## src/rtl/operand_seq_pkg.sv

```systemverilog
`default_nettype none
// +--------------------------------------------------------------------------+
// | Module   : operand_seq_pkg                                               |
// | Purpose  : Shared constants, state encoding and address helper for the   |
// |            operand matrix sequencer and its index counter.               |
// | Contents : DATA_WIDTH, MAX_DIM, ADDR_WIDTH, IDX_WIDTH, DIM_WIDTH,        |
// |            state_e, compose_addr()                                       |
// | Revision : 1.0  initial release                                          |
// +--------------------------------------------------------------------------+
package operand_seq_pkg;

  localparam int DATA_WIDTH = 32;
  localparam int MAX_DIM    = 4;
  localparam int ADDR_WIDTH = $clog2(MAX_DIM * MAX_DIM);
  localparam int IDX_WIDTH  = $clog2(MAX_DIM);
  localparam int DIM_WIDTH  = 3;

  typedef enum logic [2:0] {
    IDLE     = 3'd0,
    LOAD     = 3'd1,
    RD_ISSUE = 3'd2,
    RD_DATA  = 3'd3,
    DONE     = 3'd4
  } state_e;

  // Locations are laid out on a fixed MAX_DIM pitch regardless of N, so a
  // smaller matrix occupies the top-left corner of the register file.
  function automatic logic [ADDR_WIDTH-1:0] compose_addr(
    input logic [IDX_WIDTH-1:0] row,
    input logic [IDX_WIDTH-1:0] col
  );
    return ADDR_WIDTH'(int'(row) * MAX_DIM + int'(col));
  endfunction

endpackage
`default_nettype wire

```

## src/rtl/operand_seq_if.sv

```systemverilog
`default_nettype none
// +--------------------------------------------------------------------------+
// | Module   : operand_seq_if                                                |
// | Purpose  : Command, load-stream, readout-stream and register-file bus    |
// |            of the operand sequencer.                                     |
// | Modports : slave  - the sequencer (consumes commands/stream, drives RF)  |
// |            master - host side / register file / consumer                 |
// | Revision : 1.0  initial release                                          |
// +--------------------------------------------------------------------------+
interface operand_seq_if;
  import operand_seq_pkg::*;

  // command
  logic                  start_i;
  logic [DIM_WIDTH-1:0]  dim_i;
  logic                  transpose_i;
  // load stream
  logic [DATA_WIDTH-1:0] in_data_i;
  logic                  in_valid_i;
  logic                  in_ready_o;
  // readout stream
  logic [DATA_WIDTH-1:0] out_data_o;
  logic                  out_valid_o;
  logic                  out_ready_i;
  logic                  out_last_o;
  // status
  logic                  busy_o;
  logic                  done_o;
  logic                  err_o;
  // register-file port
  logic [ADDR_WIDTH-1:0] mat_addr_o;
  logic [DATA_WIDTH-1:0] mat_wdata_o;
  logic                  mat_we_o;
  logic [DATA_WIDTH-1:0] mat_rdata_i;

  modport slave (
    input  start_i, dim_i, transpose_i,
    input  in_data_i, in_valid_i,
    output in_ready_o,
    output out_data_o, out_valid_o, out_last_o,
    input  out_ready_i,
    output busy_o, done_o, err_o,
    output mat_addr_o, mat_wdata_o, mat_we_o,
    input  mat_rdata_i
  );

  modport master (
    output start_i, dim_i, transpose_i,
    output in_data_i, in_valid_i,
    input  in_ready_o,
    input  out_data_o, out_valid_o, out_last_o,
    output out_ready_i,
    input  busy_o, done_o, err_o,
    input  mat_addr_o, mat_wdata_o, mat_we_o,
    output mat_rdata_i
  );

endinterface
`default_nettype wire

```

## src/rtl/operand_idx_counter.sv

```systemverilog
`default_nettype none
// +--------------------------------------------------------------------------+
// | Module   : operand_idx_counter                                           |
// | Purpose  : Two-level (outer/inner) index counter wrapping at N, shared   |
// |            by the load and readout phases.                               |
// | Ports    : clk_i, rst_ni  - clock, async active-low reset                |
// |            clr_i          - zero both indices (wins over adv_i)          |
// |            adv_i          - step inner index, carry into outer at N-1    |
// |            n_i            - matrix dimension N                           |
// |            swap_i         - 1: row = inner, col = outer (column-major)   |
// |            row_o, col_o   - current matrix coordinates                   |
// |            last_o         - both indices at N-1                          |
// | Revision : 1.0  initial release                                          |
// +--------------------------------------------------------------------------+
module operand_idx_counter
  import operand_seq_pkg::*;
(
  input  logic                 clk_i,
  input  logic                 rst_ni,
  input  logic                 clr_i,
  input  logic                 adv_i,
  input  logic [DIM_WIDTH-1:0] n_i,
  input  logic                 swap_i,
  output logic [IDX_WIDTH-1:0] row_o,
  output logic [IDX_WIDTH-1:0] col_o,
  output logic                 last_o
);

  logic [IDX_WIDTH-1:0] outer_q, outer_d;
  logic [IDX_WIDTH-1:0] inner_q, inner_d;
  logic                 w_inner_wrap;
  logic                 w_outer_wrap;

  assign w_inner_wrap = (DIM_WIDTH'(inner_q) == n_i - DIM_WIDTH'(1));
  assign w_outer_wrap = (DIM_WIDTH'(outer_q) == n_i - DIM_WIDTH'(1));
  assign last_o       = w_inner_wrap & w_outer_wrap;

  always_comb begin
    outer_d = outer_q;
    inner_d = inner_q;
    if (clr_i) begin
      outer_d = '0;
      inner_d = '0;
    end else if (adv_i) begin
      if (w_inner_wrap) begin
        inner_d = '0;
        outer_d = w_outer_wrap ? '0 : outer_q + IDX_WIDTH'(1);
      end else begin
        inner_d = inner_q + IDX_WIDTH'(1);
      end
    end
  end

  always_ff @(posedge clk_i or negedge rst_ni) begin
    if (!rst_ni) begin
      outer_q <= '0;
      inner_q <= '0;
    end else begin
      outer_q <= outer_d;
      inner_q <= inner_d;
    end
  end

  // Column-major walk keeps the same counting order but maps the fast
  // (inner) index onto the row.
  assign row_o = swap_i ? inner_q : outer_q;
  assign col_o = swap_i ? outer_q : inner_q;

endmodule
`default_nettype wire

```

## src/rtl/operand_seq.sv

```systemverilog
`default_nettype none
// +--------------------------------------------------------------------------+
// | Module   : operand_seq                                                   |
// | Purpose  : Loads an NxN operand matrix into an external register file in |
// |            row-major order, then replays it row- or column-major.        |
// | Ports    : clk_i   - clock, rising edge                                  |
// |            rst_ni  - asynchronous active-low reset                       |
// |            bus     - operand_seq_if.slave: command, load stream,         |
// |                      readout stream, status, register-file port          |
// | Revision : 1.0  initial release                                          |
// +--------------------------------------------------------------------------+
module operand_seq
  import operand_seq_pkg::*;
(
  input  logic         clk_i,
  input  logic         rst_ni,
  operand_seq_if.slave bus
);

  state_e               state_q;
  logic [DIM_WIDTH-1:0] n_q;
  logic                 transpose_q;
  logic                 in_ready_q;
  logic                 out_valid_q;
  logic                 out_last_q;
  logic                 busy_q;
  logic                 done_q;
  logic                 err_q;

  logic                 w_dim_ok;
  logic                 w_load_hs;
  logic                 w_out_hs;
  logic                 w_cnt_clr;
  logic                 w_cnt_adv;
  logic                 w_cnt_swap;
  logic                 w_cnt_last;
  logic [IDX_WIDTH-1:0] w_row;
  logic [IDX_WIDTH-1:0] w_col;

  assign w_dim_ok  = (bus.dim_i != '0) && (bus.dim_i <= DIM_WIDTH'(MAX_DIM));
  assign w_load_hs = (state_q == LOAD) && bus.in_valid_i && in_ready_q;
  assign w_out_hs  = (state_q == RD_DATA) && out_valid_q && bus.out_ready_i;

  // Counters restart on an accepted command and after the final element of
  // each phase, so readout always begins at (0,0).
  assign w_cnt_clr  = ((state_q == IDLE) && bus.start_i && w_dim_ok) ||
                      (w_load_hs && w_cnt_last) ||
                      (w_out_hs && w_cnt_last);
  assign w_cnt_adv  = w_load_hs || w_out_hs;
  assign w_cnt_swap = transpose_q && ((state_q == RD_ISSUE) || (state_q == RD_DATA));

  operand_idx_counter u_idx (
    .clk_i  (clk_i),
    .rst_ni (rst_ni),
    .clr_i  (w_cnt_clr),
    .adv_i  (w_cnt_adv),
    .n_i    (n_q),
    .swap_i (w_cnt_swap),
    .row_o  (w_row),
    .col_o  (w_col),
    .last_o (w_cnt_last)
  );

  always_ff @(posedge clk_i or negedge rst_ni) begin
    if (!rst_ni) begin
      state_q     <= IDLE;
      n_q         <= '0;
      transpose_q <= 1'b0;
      in_ready_q  <= 1'b0;
      out_valid_q <= 1'b0;
      out_last_q  <= 1'b0;
      busy_q      <= 1'b0;
      done_q      <= 1'b0;
      err_q       <= 1'b0;
    end else begin
      done_q <= 1'b0;
      err_q  <= 1'b0;
      case (state_q)
        IDLE: begin
          if (bus.start_i) begin
            if (w_dim_ok) begin
              state_q     <= LOAD;
              n_q         <= bus.dim_i;
              transpose_q <= bus.transpose_i;
              in_ready_q  <= 1'b1;
              busy_q      <= 1'b1;
            end else begin
              err_q <= 1'b1;
            end
          end
        end
        LOAD: begin
          if (w_load_hs && w_cnt_last) begin
            state_q    <= RD_ISSUE;
            in_ready_q <= 1'b0;
          end
        end
        RD_ISSUE: begin
          // Address is on the bus this cycle; data returns next cycle.
          state_q     <= RD_DATA;
          out_valid_q <= 1'b1;
          out_last_q  <= w_cnt_last;
        end
        RD_DATA: begin
          if (w_out_hs) begin
            out_valid_q <= 1'b0;
            out_last_q  <= 1'b0;
            if (w_cnt_last) begin
              state_q <= DONE;
              done_q  <= 1'b1;
            end else begin
              state_q <= RD_ISSUE;
            end
          end
        end
        DONE: begin
          state_q <= IDLE;
          busy_q  <= 1'b0;
        end
        default: begin
          state_q     <= IDLE;
          in_ready_q  <= 1'b0;
          out_valid_q <= 1'b0;
          out_last_q  <= 1'b0;
          busy_q      <= 1'b0;
        end
      endcase
    end
  end

  assign bus.in_ready_o  = in_ready_q;
  assign bus.out_valid_o = out_valid_q;
  assign bus.out_last_o  = out_last_q;
  assign bus.busy_o      = busy_q;
  assign bus.done_o      = done_q;
  assign bus.err_o       = err_q;

  // Counter coordinates stay fixed through RD_DATA, holding the read address
  // and therefore the returned data stable under backpressure.
  assign bus.mat_addr_o  = compose_addr(w_row, w_col);
  assign bus.mat_we_o    = bus.in_valid_i & in_ready_q;
  assign bus.mat_wdata_o = bus.in_data_i;
  assign bus.out_data_o  = bus.mat_rdata_i;

endmodule
`default_nettype wire

```

## src/flat_wrapper.sv

```systemverilog
// flat-port wrapper written by rule: the top's interface ports become plain ports
module operand_seq_flat import operand_seq_pkg::*;
  (clk_i, rst_ni, bus_start_i, bus_dim_i, bus_transpose_i, bus_in_data_i, bus_in_valid_i, bus_in_ready_o, bus_out_data_o, bus_out_valid_o, bus_out_last_o, bus_out_ready_i, bus_busy_o, bus_done_o, bus_err_o, bus_mat_addr_o, bus_mat_wdata_o, bus_mat_we_o, bus_mat_rdata_i);
  operand_seq_if bus_i ();
  input  logic clk_i;
  input  logic rst_ni;
  input wire logic [$bits(bus_i.start_i)-1:0] bus_start_i;
  input wire logic [$bits(bus_i.dim_i)-1:0] bus_dim_i;
  input wire logic [$bits(bus_i.transpose_i)-1:0] bus_transpose_i;
  input wire logic [$bits(bus_i.in_data_i)-1:0] bus_in_data_i;
  input wire logic [$bits(bus_i.in_valid_i)-1:0] bus_in_valid_i;
  output wire logic [$bits(bus_i.in_ready_o)-1:0] bus_in_ready_o;
  output wire logic [$bits(bus_i.out_data_o)-1:0] bus_out_data_o;
  output wire logic [$bits(bus_i.out_valid_o)-1:0] bus_out_valid_o;
  output wire logic [$bits(bus_i.out_last_o)-1:0] bus_out_last_o;
  input wire logic [$bits(bus_i.out_ready_i)-1:0] bus_out_ready_i;
  output wire logic [$bits(bus_i.busy_o)-1:0] bus_busy_o;
  output wire logic [$bits(bus_i.done_o)-1:0] bus_done_o;
  output wire logic [$bits(bus_i.err_o)-1:0] bus_err_o;
  output wire logic [$bits(bus_i.mat_addr_o)-1:0] bus_mat_addr_o;
  output wire logic [$bits(bus_i.mat_wdata_o)-1:0] bus_mat_wdata_o;
  output wire logic [$bits(bus_i.mat_we_o)-1:0] bus_mat_we_o;
  input wire logic [$bits(bus_i.mat_rdata_i)-1:0] bus_mat_rdata_i;
  assign bus_i.start_i = bus_start_i;
  assign bus_i.dim_i = bus_dim_i;
  assign bus_i.transpose_i = bus_transpose_i;
  assign bus_i.in_data_i = bus_in_data_i;
  assign bus_i.in_valid_i = bus_in_valid_i;
  assign bus_in_ready_o = bus_i.in_ready_o;
  assign bus_out_data_o = bus_i.out_data_o;
  assign bus_out_valid_o = bus_i.out_valid_o;
  assign bus_out_last_o = bus_i.out_last_o;
  assign bus_i.out_ready_i = bus_out_ready_i;
  assign bus_busy_o = bus_i.busy_o;
  assign bus_done_o = bus_i.done_o;
  assign bus_err_o = bus_i.err_o;
  assign bus_mat_addr_o = bus_i.mat_addr_o;
  assign bus_mat_wdata_o = bus_i.mat_wdata_o;
  assign bus_mat_we_o = bus_i.mat_we_o;
  assign bus_i.mat_rdata_i = bus_mat_rdata_i;
  operand_seq u_core (.clk_i(clk_i), .rst_ni(rst_ni), .bus(bus_i));
endmodule
```

## config.mk

```make
export PLATFORM = sky130hd
export DESIGN_NAME = operand_seq_flat
export DESIGN_NICKNAME = d
export VERILOG_FILES = /design/src/rtl/operand_seq_pkg.sv /design/src/rtl/operand_seq_if.sv /design/src/rtl/operand_idx_counter.sv /design/src/rtl/operand_seq.sv /design/src/flat_wrapper.sv
export SDC_FILE = /design/constraint.sdc
export NUM_CORES = 1
export LEC_CHECK = 0
export ABC_AREA = 1
export BUFFER_PORTS_ARGS = -buffer_cell sky130_fd_sc_hd__buf_2
export CAP_MARGIN = 20
export CORE_MARGIN = 2
export CORE_UTILIZATION = 39
export CTS_CLUSTER_SIZE = 8
export DETAILED_ROUTE_END_ITERATION = 16
export PLACE_DENSITY = 0.87
export SYNTH_ARGS = -nofsm -noshare
export SYNTH_HDL_FRONTEND = slang
export SYNTH_SLANG_ARGS = --single-unit
```

## constraint.sdc

```tcl
create_clock -name clk_i -period 2.3 [get_ports clk_i]
set_input_delay 0.115 -clock clk_i [delete_from_list [all_inputs] [get_ports clk_i]]
set_output_delay 0.115 -clock clk_i [all_outputs]
set_load 0.01 [all_outputs]
```

== After elaboration in Yosys (flattened, before gate mapping) ==
Index checks and enable logic that the tools add are counted.
Storage, ports and cells
  logic and storage cells: 87
  output and inout port bits: 75
  register bits after elaboration: 17
Cells by class
  reduce and logical (&&, ||, !) cells: 27
  add/subtract/negate cells: 4
  equal/unequal tests: 10
  order comparisons: 1
  bitwise logic cells: 5
  muxes and demuxes: 29
Operators by type and width (number)
  2-bit 2-to-1 mux: 9
  3-bit 2-to-1 mux: 5
  3-bit case mux with 4 select lines: 1
  1-bit logical AND: 10
  1-bit 2-to-1 mux: 10
  1-bit case mux with 3 select lines: 3
  3-bit OR reduction: 3
  4-bit AND reduction: 2
  2-bit by 3-bit == test with 1-bit output: 2
  3-bit by 2-bit == test with 1-bit output (second input constant): 2
  3-bit AND reduction: 2
  2-bit by 1-bit adder with 2-bit output (second input constant): 2
  4-bit by 2-bit adder with 4-bit output: 1
  1-bit logical OR: 4
  2-bit by 1-bit inequality test with 1-bit output (second input constant): 2
  2-bit inequality test (second input constant): 2
  2-bit AND reduction: 2
  2-bit nonzero test: 2
  3-bit by 1-bit == test with 1-bit output (second input constant): 1
  3-bit == test (second input constant): 1
  3-bit <= comparator (second input constant): 1
  3-bit zero test: 1
  1-bit inverter: 3
  3-bit nonzero test: 1
  3 further kinds: 4

== Logic depth before layout (Yosys ltp) ==
Gate-level depths: netlist of run 1.
  word-level depth: 8
  mapped depth: 12

== Cells and area by module ==
A second synthesis of run 1 with hierarchy kept.
Second synthesis, totals
  cell total of the unflattened synthesis: 214
  area, all modules: 1580.3 µm²
Modules (own cells, without submodules)
  operand_seq: cells an instance 152, area an instance 1197.4 µm², sequential area each 325.3 µm², instances 1
  operand_idx_counter: cells an instance 62, area an instance 382.9 µm², sequential area each 100.1 µm², instances 1

== Worst setup path after synthesis of run 1 ==
No wires, ideal clock.
  path kind: register -> register
  start point: register u_core.n_q[0]
  end point: register u_core.state_q[0]
  stages on the path, launching flop included: 13
  data required time: 2177 ps
  slack: 723 ps
  arrival: 1454 ps
  library setup time: 123 ps
  path through: dfrtp_1 > inv_1 > ha_1 > inv_1 > nand2_1 > nand2_1 > nand2_1 > nor2_1 > nand3_1 > nand2_1 > nand2_1 > nor2_1 > nor2_1
Between the ends
  longest elaborated chain between the ends: 6
  elaborated cells on any way between the ends: 7
  classes of those cells: 1 x add/sub; 3 x eq/ne; 1 x bitwise; 2 x reduce/logical
RTL lines
  start: declaration: line operand_seq.sv:21  | logic [DIM_WIDTH-1:0] n_q;
  start signal: assignment: line operand_seq.sv:83  | n_q <= bus.dim_i;
  3-bit by 1-bit subtractor with 3-bit output *: line operand_idx_counter.sv:34, operand_idx_counter.sv:35
  2-bit by 3-bit == test with 1-bit output, on equally long branches: line operand_idx_counter.sv:34, operand_idx_counter.sv:35
  1-bit AND *: line operand_idx_counter.sv:36  | assign last_o = w_inner_wrap & w_outer_wrap;
  1-bit logical AND *: line operand_seq.sv:93  | if (w_load_hs && w_cnt_last) begin
  2-bit inequality test (no line) *
  4-bit AND reduction (no line) *
  end signal: assignment: line operand_seq.sv:94  | state_q <= RD_ISSUE;
  end signal: assignment: line operand_seq.sv:100  | state_q <= RD_DATA;
  end signal: assignment: line operand_seq.sv:109  | state_q <= DONE;
  end: declaration: line operand_seq.sv:20  | state_e state_q;
Every way passes the cells marked *; elsewhere a longest branch is shown, timed or not.
A chain may end at the register's enable or synchronous reset.

== Final worst setup path of run 1 ==
  start point: register u_core.n_q[0]
  end point: register u_core.state_q[1]
Between the ends
  longest elaborated chain between the ends: 6
  elaborated cells on any way between the ends: 10
  classes of those cells: 1 x add/sub; 3 x eq/ne; 3 x mux; 1 x bitwise; 2 x reduce/logical
RTL lines
  3-bit by 1-bit subtractor with 3-bit output *: line operand_idx_counter.sv:34, operand_idx_counter.sv:35
  2-bit by 3-bit == test with 1-bit output, on equally long branches: line operand_idx_counter.sv:34, operand_idx_counter.sv:35
  1-bit AND *: line operand_idx_counter.sv:36
  3-bit 2-to-1 mux / 1-bit logical AND (equally long branches): line operand_seq.sv:108, operand_seq.sv:93
  3-bit 2-to-1 mux / 2-bit inequality test (equally long branches)
  3-bit case mux with 4 select lines / 4-bit AND reduction (equally long branches)
  end signal: assignment: line operand_seq.sv:82  | state_q <= LOAD;
  end signal: assignment: line operand_seq.sv:109
  end signal: assignment: line operand_seq.sv:112  | state_q <= RD_ISSUE;
Every way passes the cells marked *; elsewhere a longest branch is shown, timed or not. The select of a mux whose other input is x is not followed.

==> results of run 1 <==
## final cells by class
type	instances	area, µm²	area share [%]
Clock buffer	4	45.04	3.738
Sequential cell	17	425.4	35.31
Inverter	25	93.84	7.788
Multi-Input combinational cell	100	475.5	39.46
Timing Repair Buffer	20	105.1	8.723
Tap cell	48	60.06	4.984
## synthesized netlist by cell type (all sizes together)
cell type   n
inv        25
o22ai       1
dfrtp      17
nand4       1
a21oi       3
nand3       9
nor3        3
xnor2       1
o21ai      12
ha          1
a211oi      2
xor2        1
buf        64
nand2      46
nor2       20
## power by group
part           internal, µW  leakage, µW  switching, µW  total, µW
logic                   284     0.000423            468        752
clock network           123    0.0000228            103        226
registers               406     0.000218            113        519
## worst register-to-register path, stage by stage (launching register included)
cell and delay [ns]:
dfrtp_1 0.37, inv_1 0.08, ha_1 0.32, inv_1 0.08
nand2_1 0.05, nand2_1 0.06, nand2_1 0.05, nor2_1 0.19
nand2_1 0.13, nor2_1 0.13, nor2_1 0.06, nand3_1 0.06
nand2_1 0.05
## metrics by stage
stage	power, µW	hold WS [ns]	setup WS [ns]
global placement	1259	0.04991	0.6396
global route	1650	0.05567	0.3866
finish	1497	0.05269	0.5648
floorplan	1187	-0.1806	0.7226
CTS	1513	0.05012	0.5547
detailed placement	1282	0.05921	0.5740
## worst min path at each step
stage,from,end,slack [ns],cells past startpoint
2_1_floorplan,rst_ni,u_core.bus.busy_o,-0.18,0
3_3_place_gp,rst_ni,u_core.bus.in_ready_o,0.05,1
3_5_place_dp,rst_ni,u_core.bus.in_ready_o,0.06,1
4_1_cts,bus_transpose_i,u_core.transpose_q,0.05,3
5_1_grt,bus_transpose_i,u_core.transpose_q,0.06,3
6_report,bus_transpose_i,u_core.transpose_q,0.05,3
## placed cells by master (no fill, tap or decap), types with 2 or more instances in the layout
| master | Yosys | routed |
|---|---|---|
| nand2_2 | 2 | 2 |
| o21ai_0 | 12 | 12 |
| inv_1 | 24 | 24 |
| a21oi_1 | 3 | 3 |
| nor3_1 | 3 | 3 |
| nand3_1 | 7 | 7 |
| clkbuf_8 | 0 | 3 |
| buf_2 | 0 | 19 |
| nor2_1 | 17 | 17 |
| nand3_2 | 2 | 2 |
| nor2_2 | 3 | 3 |
| nand2_1 | 43 | 43 |
| dfrtp_1 | 17 | 17 |
## per-layer routing
| layer | share of wire [%] | global-route usage [%] | routed length (µm) |
|---|---|---|---|
| met1 | 45 | 13.61 | 1044 |
| met2 | 44 | 18.62 | 1022 |
| met3 | 7.5 | 2.911 | 176 |
| met4 | 4.1 | 10.16 | 96 |
| met5 | 0 | 0 | 0 |
## state kept, by name (all words and copies together), names as in the netlist
register	flops
u_core.bus.out_valid_o	1
u_core.u_idx.inner_q	2
u_core.bus.busy_o	1
u_core.transpose_q	1
u_core.n_q	3
u_core.bus.out_last_o	1
u_core.bus.done_o	1
u_core.bus.err_o	1
u_core.u_idx.outer_q	2
u_core.bus.in_ready_o	1
u_core.state_q	3
## what timing repair did
item                                   4_1_cts  5_1_grt
hold buffers                                 1        0
endpoints found under the hold margin       17        0
setup buffers                                0        0
## kinds of logic after synthesis
kind of cell | synth area share, %
AO/OA/AOI/OAI | 6.870
XOR/XNOR | 1.188
adder cells (fa/ha/maj) | 0.8480
buffers and inverters | 38.93
flip-flops | 28.84
AND/OR/NAND/NOR | 23.32
==> results.sh, run 1 <==
export IMPL_status="finished, final reports clean"
export IMPL_hold_viol_final=0
export IMPL_crit_slowest_cell="dfrtp_1"
export IMPL_wl_per_cell_um=10.93
export IMPL_finalCritPeriodShare_pct=75.44
export IMPL_synth_seq_area_share_pct=28.84
export IMPL_die_h_um=65.50
export IMPL_clk_pin_slew_ns=0.06
export IMPL_worstMarginPinSlew_ns=0.4008
export IMPL_cts_resized=0
export IMPL_slew_violations=0
export IMPL_cp_common_cell="nand2_1"
export IMPL_timing_critical_path_required_ns=2.45
export IMPL_routed_via_count=981
export IMPL_gp_congestion=0.8243
export IMPL_wirelength_mm=2.339
export IMPL_ys_warn_count=0
export IMPL_reg2reg_depth=12
export IMPL_cap_violations=0
export IMPL_hp_class="in -> reg"
export IMPL_cp_top_family="simple AND/OR/NAND/NOR gates"
export IMPL_drc=0
export IMPL_ios=148
export IMPL_clk_path_buf_depth=2
export IMPL_syn_nets=280
export IMPL_nets=241
export IMPL_critPathBufInv=2
export IMPL_min_period_ns=1.735
export IMPL_drtAntennaViolNets=0
export IMPL_start_util_pct=40.29
export IMPL_max_freq_ghz=0.5763
export IMPL_p_leak_uw=0.0006636
export IMPL_cts_tree="yes"
export IMPL_syn_area_per_cell_um2=7.161
export IMPL_p_per_area_mw_per_mm2=1242
export IMPL_synth_top_area_share_pct=32.57
export IMPL_cp_endpoint="u_core.state_q[1]"
export IMPL_area_delta_synth_final_pct=-18.32
export IMPL_ys_ff_latch=17
export IMPL_final_core_util_pct=32.91
export IMPL_endpoint_kind="flip-flop"
export IMPL_n_fill_cell=396
export IMPL_io_buffers=19
export IMPL_cts_sinks=17
export IMPL_finalNonFillerCells=214
export IMPL_worst_r2r_setup_slack_ns=0.56
export IMPL_post_route_cell_area_mm2=0.001205
export IMPL_grtUsageTotal_pct=11.93
export IMPL_antenna_found_initial=0
export IMPL_worstSetupPathType="reg -> reg"
export IMPL_clock_latency_ns=0.26
export IMPL_grt_max_degree=18
export IMPL_ir_worst_vdd_mv=0.4947
export IMPL_worstPathMaxFanout=4
export IMPL_die_area_mm2=0.004290
export IMPL_ys_types=21
export IMPL_overflow=0
export IMPL_grt_pass1_wl_mm=3.877
export IMPL_mappedNetlistArea_mm2=0.001475
export IMPL_grt_pass1_vias=901
export IMPL_fin_skew_ns=0.001122
export IMPL_r2r_end="u_core.state_q[1]"
export IMPL_drt_iter0_markers=17
export IMPL_clock_tree_root_cell="clkbuf_8"
export IMPL_setup_violations=0
export IMPL_antenna_cells=0
export IMPL_cp_data_arrival_time_ns=1.89
export IMPL_synthTopCellsByArea="buf_4 (33%), dfrtp_1 (29%), nand2_1 (11%), inv_1 (6.1%), nor2_1 (4.3%)"
export IMPL_tns_ns=0
export IMPL_die_x_um=65.50
export IMPL_cp_depth=12
export IMPL_cp_startpoint="u_core.n_q[0]"
export IMPL_dp_cells=209
export IMPL_core_area_mm2=0.003661
export IMPL_crit_chain="inv_1, ha_1, inv_1, nand2_1, nand2_1, nand2_1, nor2_1, nand2_1, nor2_1, nor2_1, nand3_1, nand2_1"
export IMPL_synth_area_leader_cell="buf_4"
export IMPL_synthCells=206
export IMPL_drtPass1Iterations=4
export IMPL_cts_made_buffers=3
export IMPL_rows=22
export IMPL_cp_start_kind="flip-flop"
export IMPL_via_per_inst=4.584
export IMPL_slowest_delay_ns=0.37
export IMPL_grt_setup_unrepaired="no"
export IMPL_drive_gt1_share_pct=19.28
export IMPL_h_tree_depth=1
export IMPL_r2r_start="u_core.n_q[0]"
export IMPL_dp_hpwl_mm=1.838
export IMPL_dpl_cell_area_mm2=0.001150
export IMPL_slew_headroom_pct=73.12
No activity file was read; power rests on OpenSTA's default activity.
==> inputs of run 2 (changes only) <==
--- a/config.mk
+++ b/config.mk
@@ -9,10 +9,10 @@
 export BUFFER_PORTS_ARGS = -buffer_cell sky130_fd_sc_hd__buf_2
 export CAP_MARGIN = 20
 export CORE_MARGIN = 2
-export CORE_UTILIZATION = 39
+export CORE_UTILIZATION = 33
 export CTS_CLUSTER_SIZE = 8
 export DETAILED_ROUTE_END_ITERATION = 16
-export PLACE_DENSITY = 0.87
+export PLACE_DENSITY = 0.78
 export SYNTH_ARGS = -nofsm -noshare
 export SYNTH_HDL_FRONTEND = slang
 export SYNTH_SLANG_ARGS = --single-unit
==> constraint.sdc (replaced) <==
create_clock -name clk_i -period 1.41 [get_ports clk_i]
set_input_delay 0.0705 -clock clk_i [delete_from_list [all_inputs] [get_ports clk_i]]
set_output_delay 0.0705 -clock clk_i [all_outputs]
set_load 0.01 [all_outputs]
==> results.sh, run 2 (synthesis results as in run 1) <==
export IMPL_ios=148
export IMPL_hp_class="in -> reg"
export IMPL_antenna_cells=0
export IMPL_max_freq_ghz=0.6484
export IMPL_via_per_inst=4.629
export IMPL_area_delta_synth_final_pct=-5.683
export IMPL_p_per_area_mw_per_mm2=2195
export IMPL_io_buffers=19
export IMPL_worstMarginPinSlew_ns=0.4747
export IMPL_clock_latency_ns=0.25
export IMPL_top_regs="u_core.n_q x3, u_core.state_q x3"
export IMPL_wl_per_cell_um=12.48
export IMPL_worst_r2r_setup_slack_ns=-0.13
export IMPL_h_tree_depth=1
export IMPL_n_fill_cell=473
export IMPL_cp_data_arrival_time_ns=1.68
export IMPL_layout_commonest_cell="nand2_1"
export IMPL_finalNonFillerCells=232
export IMPL_finalCritPeriodShare_pct=109.4
export IMPL_ir_worst_vdd_mv=0.6402
export IMPL_grt_pass1_vias=1080
export IMPL_multi_input_area_um2=546.8
export IMPL_cap_violations=0
export IMPL_dp_slack_ns=-0.1746
export IMPL_grt_setup_unrepaired="yes"
export IMPL_drc=0
export IMPL_timing_critical_path_required_ns=1.55
export IMPL_overflow=0
export IMPL_seq_area_um2=426.7
export IMPL_reg2reg_depth=12
export IMPL_worstSetupPathType="reg -> reg"
export IMPL_grtUsageTotal_pct=11.72
export IMPL_status="finished, violations left"
export IMPL_drive_gt1_share_pct=35.56
export IMPL_endpoint_kind="flip-flop"
export IMPL_worstPathMaxFanout=5
export IMPL_r2r_end="u_core.state_q[0]"
export IMPL_cp_start_kind="flip-flop"
export IMPL_fin_skew_ns=0.0009806
export IMPL_cp_endpoint="u_core.state_q[0]"
export IMPL_gp_congestion=0.9026
export IMPL_slew_headroom_pct=68.16
export IMPL_hold_viol_final=0
export IMPL_cts_tree="yes"
export IMPL_grt_max_degree=18
export IMPL_final_cell_mix="nand2_1 (37), inv_1 (20), buf_2 (19)"
export IMPL_cts_sinks=17
export IMPL_dp_hpwl_mm=2.003
export IMPL_slew_violations=0
export IMPL_drt_iter0_markers=20
export IMPL_cts_made_buffers=3
export IMPL_violations="setup timing"
export IMPL_die_x_um=70.86
export IMPL_dp_cells=221
export IMPL_p_leak_uw=0.0007419
export IMPL_nets=255
export IMPL_cp_startpoint="u_core.n_q[0]"
export IMPL_start_util_pct=34.11
export IMPL_core_area_mm2=0.004324
export IMPL_wirelength_mm=2.895
export IMPL_grt_pass1_wl_mm=4.705
export IMPL_routed_via_count=1074
export IMPL_timing_final_ws_setup_ns=-0.1322
export IMPL_die_h_um=70.86
export IMPL_rows=24
export IMPL_die_area_mm2=0.005021
export IMPL_min_period_ns=1.542
export IMPL_clock_tree_root_cell="clkbuf_8"
export IMPL_clk_path_buf_depth=2
export IMPL_clk_pin_slew_ns=0.06
export IMPL_setup_violations=10
export IMPL_drtAntennaViolNets=0
export IMPL_r2r_start="u_core.n_q[0]"
export IMPL_antenna_found_initial=0
export IMPL_drtPass1Iterations=4
run 2: changes by cell type in the layout (fill, tap and decap cells not counted), sizes merged:
cell | before | now
buf | 19 | 33
run 2: routing by layer:
metal	GRT usage [%]	wire length [µm]
met1	13.36	1117
met2	18.28	1416
met3	2.564	239
met4	10.48	121
met5	0	0
run 2: final cells by class:
cell class | instances | share of cell area (%)
multi-input cells | 100 | 39.30
clock buffers | 4 | 3.237
well taps | 52 | 4.676
inverters | 25 | 6.745
repair buffers | 34 | 15.38
flip-flops and latches | 17 | 30.67
run 2: worst min path at each step:
stage / slack [ns] / end / cells past startpoint / startpoint
floorplan: -0.23 / u_core.bus.busy_o / 0 / rst_ni
global placement: 0.01 / u_core.bus.err_o / 1 / rst_ni
detailed placement: 0.02 / u_core.bus.err_o / 1 / rst_ni
CTS: 0.008 / u_core.transpose_q / 3 / bus_transpose_i
global route: 0.05 / u_core.transpose_q / 3 / bus_transpose_i
finish: 0.009 / u_core.transpose_q / 3 / bus_transpose_i
run 2: worst max-delay path, cell delays in order, from the launching register on:
cell and delay, ns:
dfrtp_1 0.39, inv_2 0.08, ha_4 0.20, inv_2 0.05, nand2_1 0.04, nand2_1 0.07, nand2_2 0.06, nor2_4 0.16
nand3_2 0.08, nand2_2 0.10, nand2_2 0.06, nor2_1 0.09, nor2_1 0.04
run 2: through the flow:
stage	hold WS, ns	TNS, ns	utilization, %	area, µm²	power (µW)
2_1_floorplan	-0.2251	-0.1713	-	1490	1999
3_3_place_gp	0.01178	-0.5080	28.44	1230	2254
3_5_place_dp	0.01629	-0.7271	28.44	1230	2303
4_1_cts	0.007660	-0.4877	31.28	1353	2910
5_1_grt	0.04664	-2.076	32.18	1391	3336
6_report	0.009296	-0.7570	32.18	1391	3055
run 2: power by group:
group	leakage, µW	internal, µW	switching (µW)
clock network	0.0000228	201	166
logic	0.000503	787	1070
registers	0.000217	663	169
total	0.000742	1650	1400
run 2: what timing repair did:
item	CTS	global route
hold buffers	1	0
buffers inserted	5	2
resized for setup	13	11
endpoints found under the setup margin	14	17
hold endpoints to repair	17	0
pin swaps	8	5
